--- src/rtl/cpu_control_pkg.sv ---
// Shared controlword field map, status bit indices and sequencer encodings.
// Consumed by the control sequencer and by every per-class decoder.
package cpu_control_pkg;

   localparam int CW_WIDTH          = 33;
   localparam int CW_NEXT_STATE_LSB = 0;
   localparam int CW_NEXT_STATE_MSB = 1;
   localparam int CW_STATUS_LOAD    = 2;
   localparam int CW_PC_SEL         = 3;
   localparam int CW_PC_FUNC_LSB    = 4;
   localparam int CW_PC_FUNC_MSB    = 5;
   localparam int CW_PC_EN          = 6;
   localparam int CW_RAM_WRITE      = 7;
   localparam int CW_RAM_EN         = 8;
   localparam int CW_RF_WRITE       = 9;
   localparam int CW_DA_LSB         = 10;
   localparam int CW_SB_LSB         = 15;
   localparam int CW_SA_LSB         = 20;
   localparam int CW_RF_B_EN        = 25;
   localparam int CW_ALU_FUNC_LSB   = 26;
   localparam int CW_ALU_B_SEL      = 31;
   localparam int CW_ALU_EN         = 32;

   localparam int STATUS_Z = 4;
   localparam int STATUS_C = 3;
   localparam int STATUS_N = 2;
   localparam int STATUS_V = 1;

   typedef enum logic {
      SEQ_FETCH = 1'b0,
      SEQ_EXEC  = 1'b1
   } seq_state_e;

   function automatic logic [1:0] cw_next_state(
      input logic [CW_WIDTH-1:0] cw
   );
      return cw[CW_NEXT_STATE_MSB:CW_NEXT_STATE_LSB];
   endfunction

endpackage

--- src/rtl/control_sequencer_status.sv ---
// Status register: {Z,C,N,V} flags with load enable; bit 0 reads as zero.
module status_register
   import cpu_control_pkg::*;
(
   input  logic       clock,
   input  logic       reset_n,
   input  logic       load,
   input  logic [3:0] alu_status,
   output logic [4:0] status
);

   logic [3:0] flags_q;
   logic [3:0] flags_d;

   always_comb begin
      flags_d = flags_q;
      if (load) flags_d = alu_status;
   end

   always_ff @(posedge clock or negedge reset_n) begin
      if (!reset_n) flags_q <= '0;
      else          flags_q <= flags_d;
   end

   assign status[STATUS_Z:STATUS_V] = flags_q;
   assign status[0]                 = 1'b0;

endmodule

--- src/rtl/control_sequencer.sv ---
// FETCH/EXEC sequencer feeding the decoders and gating their controlword.
// Optional retire counter: CONTROL_SEQUENCER_RETIRE_COUNT_EN.
module control_sequencer
   import cpu_control_pkg::*;
#(
   parameter int unsigned MAX_EXEC_CYCLES = 4
) (
   input  logic                clock,
   input  logic                reset_n,
   input  logic [31:0]         instruction_in,
   input  logic                instruction_valid,
   output logic                fetch_request,
   input  logic [CW_WIDTH-1:0] decoder_controlword,
   input  logic [3:0]          alu_status,
   output logic [31:0]         instruction,
   output logic [1:0]          state,
   output logic [4:0]          status,
   output logic [CW_WIDTH-1:0] controlword,
   output logic                fault
`ifdef CONTROL_SEQUENCER_RETIRE_COUNT_EN
   ,
   output logic [31:0]         retired_count
`endif
);

   localparam logic [4:0] MAX_CNT = 5'(MAX_EXEC_CYCLES);

   seq_state_e  fsm_q, fsm_d;
   logic [31:0] instr_q, instr_d;
   logic [1:0]  state_q, state_d;
   logic [3:0]  cnt_q, cnt_d;
   logic        fault_q, fault_d;
   logic        status_ld;
   logic [1:0]  ns;

   assign ns = cw_next_state(decoder_controlword);

   always_comb begin
      fsm_d     = fsm_q;
      instr_d   = instr_q;
      state_d   = state_q;
      cnt_d     = cnt_q;
      fault_d   = fault_q;
      status_ld = 1'b0;
      unique case (fsm_q)
         SEQ_FETCH: begin
            if (instruction_valid) begin
               instr_d = instruction_in;
               state_d = 2'b00;
               cnt_d   = '0;
               fsm_d   = SEQ_EXEC;
            end
         end
         SEQ_EXEC: begin
            status_ld = decoder_controlword[CW_STATUS_LOAD];
            state_d   = ns;
            if (ns == 2'b00) begin
               fsm_d = SEQ_FETCH;
            end else if ({1'b0, cnt_q} + 5'd1 >= MAX_CNT) begin
               // Abort the runaway instruction; this cycle's
               // controlword has still been driven.
               fault_d = 1'b1;
               fsm_d   = SEQ_FETCH;
               state_d = 2'b00;
            end else begin
               cnt_d = cnt_q + 4'd1;
            end
         end
         default: fsm_d = SEQ_FETCH;
      endcase
   end

   always_ff @(posedge clock or negedge reset_n) begin
      if (!reset_n) begin
         fsm_q   <= SEQ_FETCH;
         instr_q <= '0;
         state_q <= 2'b00;
         cnt_q   <= '0;
         fault_q <= 1'b0;
      end else begin
         fsm_q   <= fsm_d;
         instr_q <= instr_d;
         state_q <= state_d;
         cnt_q   <= cnt_d;
         fault_q <= fault_d;
      end
   end

   status_register u_status (
      .clock      (clock),
      .reset_n    (reset_n),
      .load       (status_ld),
      .alu_status (alu_status),
      .status     (status)
   );

`ifdef CONTROL_SEQUENCER_RETIRE_COUNT_EN
   logic [31:0] retired_q, retired_d;

   always_comb begin
      retired_d = retired_q;
      if (fsm_q == SEQ_EXEC && ns == 2'b00)
         retired_d = retired_q + 32'd1;
   end

   always_ff @(posedge clock or negedge reset_n) begin
      if (!reset_n) retired_q <= '0;
      else          retired_q <= retired_d;
   end

   assign retired_count = retired_q;
`endif

   assign fetch_request = (fsm_q == SEQ_FETCH);
   assign controlword   = (fsm_q == SEQ_EXEC) ? decoder_controlword : '0;
   assign instruction   = instr_q;
   assign state         = state_q;
   assign fault         = fault_q;

endmodule

--- config.mk ---
export PLATFORM = sky130hd
export DESIGN_NAME = control_sequencer
export DESIGN_NICKNAME = d
export VERILOG_FILES = /design/src/rtl/cpu_control_pkg.sv /design/src/rtl/control_sequencer_status.sv /design/src/rtl/control_sequencer.sv
export SDC_FILE = /design/constraint.sdc
export NUM_CORES = 1
export LEC_CHECK = 0
export ABC_AREA = 0
export CORE_MARGIN = 2
export CORE_UTILIZATION = 31
export CTS_CLUSTER_SIZE = 25
export DETAILED_ROUTE_END_ITERATION = 12
export GPL_TIMING_DRIVEN = 1
export PLACE_DENSITY = 0.81
export SETUP_SLACK_MARGIN = 0.5
export SLEW_MARGIN = 15
export SYNTH_ARGS = -nofsm -noshare
export SYNTH_HDL_FRONTEND = slang
export SYNTH_SLANG_ARGS = --single-unit
export TNS_END_PERCENT = 1
--- constraint.sdc ---
create_clock -name clock -period 1.47 [get_ports clock]
set_input_delay 0.147 -clock clock [delete_from_list [all_inputs] [get_ports clock]]
set_output_delay 0.147 -clock clock [all_outputs]
set_load 0.02 [all_outputs]
==> qor.csv <==
metric;value;unit
drt_iter0_markers;73;
synth.net_count;287;
seq_power_share;31.1;%
multi_input_area;786;sq um
intPower;3980;uW
start_kind;flip-flop;
fillers;579;
grt_antenna_before_repair;0;
place_congestion;0.785;
final_hold_viol_count;0;
wl;5540;microns
cts_tree;built;
min_path_type;in2async;
yosysMostFrequentCell;nand2_1;
p_comb_share;55.1;%
synth_enable_flop_cells;0;
ys_ff_latch;44;
status;finished clean;
period_minus_slack;1.38;ns
final_nets;440;
ff_latch_area;1100;sq um
cellLeakagePower;0.00182;uW
cellPowerDensity;1960;nW/um^2
rsz0062_at_grt;yes;
core-area;6240;sq um
clock_path_buffers;2;
yosys_warnings;0;
worstPathArrival;1.59;ns
crit_required;1.68;ns
ys_seq_area_share;55.9;%
timing.final.crit_share;94.1;%
routedWlPerCell;12.5;microns
yosysUniqueCellTypes;21;
synthTopCellsByArea;dfrtp_1 (56%), nand2_1 (19%), and2_1 (10%);
end_kind;flip-flop;
placed_area;3550;sq um
vias;1943;
track_usage;15.7;%
critical_path.max_stage_delay;0.45;ns
yosysTopAreaCell;dfrtp_1;
irDropWorstVdd;0.00106;V
crit_slowest_cell;a2111oi_4;
first_pass_iters;4;
switching_share;42.2;%
worstSkewPairLatency;0.29;ns
fin_area;3510;sq um
p_switching;2910;uW
setup_ws;0.0866;ns
setup_viol;0;
cts-root-buf;clkbuf_8;
num_rows;29;
die_h;83.7;microns
antenna_left;0;
portBuffers;144;
grt_pass1_vias;1934;
netlist_instances;213;
post-place-ws;-0.105;ns
worst-path-buf-inv;0;
cts_sinks;44;
drcViolationCount;0;
die_area;7010;sq um
synthArstFlopShare;100;%
drive_gt1_share;18.3;%
worstPathMaxFanout;4;
cts_max_level;2;
avgSynthCellArea;9.25;sq um
clk_pin_slew;0.09;ns
boundaryPins;146;
grt_pass1_wl;8940;microns
slew_violations;0;
skew;0.00805;ns
cts_buffers;5;
die_width;83.7;microns
netlist_area;1970;sq um
grt_start_max_net_pins;25;
start_util;31.6;%
grt_overflow;0;
pwr-share-clk;13.9;%
dp_hpwl;4370;microns
insertedDiodeCount;0;
area_growth;78.0;%
worstPathCellList;ha_2 -> a2111oi_4 -> mux2i_1;
yosys.area.top_type_share;55.9;%
crit_type;reg2reg;
yosys_most_used_dff;dfrtp_1;
max_freq;723;MHz
ys_top_cells_by_count;nand2_1 (99), dfrtp_1 (44), and2_1 (33);
path_delay_family;compound AO/OA/AOI/OAI gates;
vias_per_cell;4.38;
r2r_slack;0.09;ns
tns;0;ns
drv_cap;0;
[registers in the layout, summed over array words and instances, names as in the netlist]
signal / count
cnt_q: 4
state: 2
fsm_q: 1
fault: 1
u_status.flags_q: 4
instruction: 32
[layer usage]
metal	part of all wire, %	wire length (microns)	GRT usage, %
met1	37	2050	17.8
met2	51	2850	28.0
met3	10	560	5.24
met4	1.6	91	4.84
met5	0	0	0
[final timing paths]
kind,startpoint,end,depth (start not counted)
worst max-delay path,cnt_q[1],cnt_q[0],3
worst min register to register,instruction[3],instruction[3],2
worst max register to register,cnt_q[1],cnt_q[0],3
worst min-delay path,reset_n,instruction[17],2
max in group asynchronous,reset_n,instruction[3],3
min in group clock,instruction_in[17],instruction[17],3
[logic make-up (layout without fill, tap and decap cells)]
kind of cell,count (synthesis),after routing,share of synthesized area [%]
adder cells (fa/ha/maj),2,2,1.27
AND/OR/NAND/NOR,136,136,30.6
flip-flops,44,44,55.9
multiplexers,6,6,3.30
buffers and inverters,17,171,4.45
other,1,1,0.190
AO/OA/AOI/OAI,7,7,4.32
[power by group through the flow]
stage               clock network, uW  logic [uW]  registers (uW)
finish                            954        3790            2140
detailed placement                  0        4400            2170
floorplan                           0        1530            2830
global placement                    0        4320            2150
CTS                               986        3840            2150
global route                     1050        4090            2230
[metrics by stage]
| step | hold WS [ns] | std cells | total power (uW) | utilization (%) |
|---|---|---|---|---|
| finish | 0.367 | 444 | 6880 | 56.2 |
| global route | 0.382 | 444 | 7370 | 56.2 |
| CTS | 0.359 | 444 | 6980 | 56.2 |
| detailed placement | 0.145 | 433 | 6570 | 56.9 |
| global placement | 0.139 | 433 | 6470 | 56.9 |
| floorplan | -0.149 | 213 | 4350 | - |
[layout make-up]
| type | instances | area share (%) |
|---|---|---|
| Inverter | 3 | 0.321 |
| Clock inverter | 2 | 1.11 |
| Clock buffer | 6 | 2.36 |
| Tap cell | 77 | 2.75 |
| Multi-Input combinational cell | 152 | 22.4 |
| Sequential cell | 44 | 31.4 |
| Timing Repair Buffer | 160 | 39.6 |
[placed cells by master, fill, tap and decap left out, drive strengths merged]
cell type and instances:
or2 1, a22o 3, nand2b 1, nand2 99, bufinv 1, a211oi 1
and2b 1, clkdlybuf4s15 2, dfrtp 44, o21bai 1, mux2 4, and2 33
dlygate4sd2 38, clkinv 1, inv 3, conb 1, clkbuf 6, o21ai 1
clkdlybuf4s50 71, nor2 1, mux2i 2, dlygate4sd3 1, a2111oi 1, buf 48
ha 2
[what timing repair did]
item | in CTS | in global routing
hold buffers | 1 | 0
gates cloned | 1 | 0
gates resized for setup | 176 | 0
buffers inserted | 1 | 0
hold endpoints to repair | 20 | 0
setup endpoints to repair | 117 | 117
pin swaps | 1 | 1
Power figures use the tool's default switching activity.
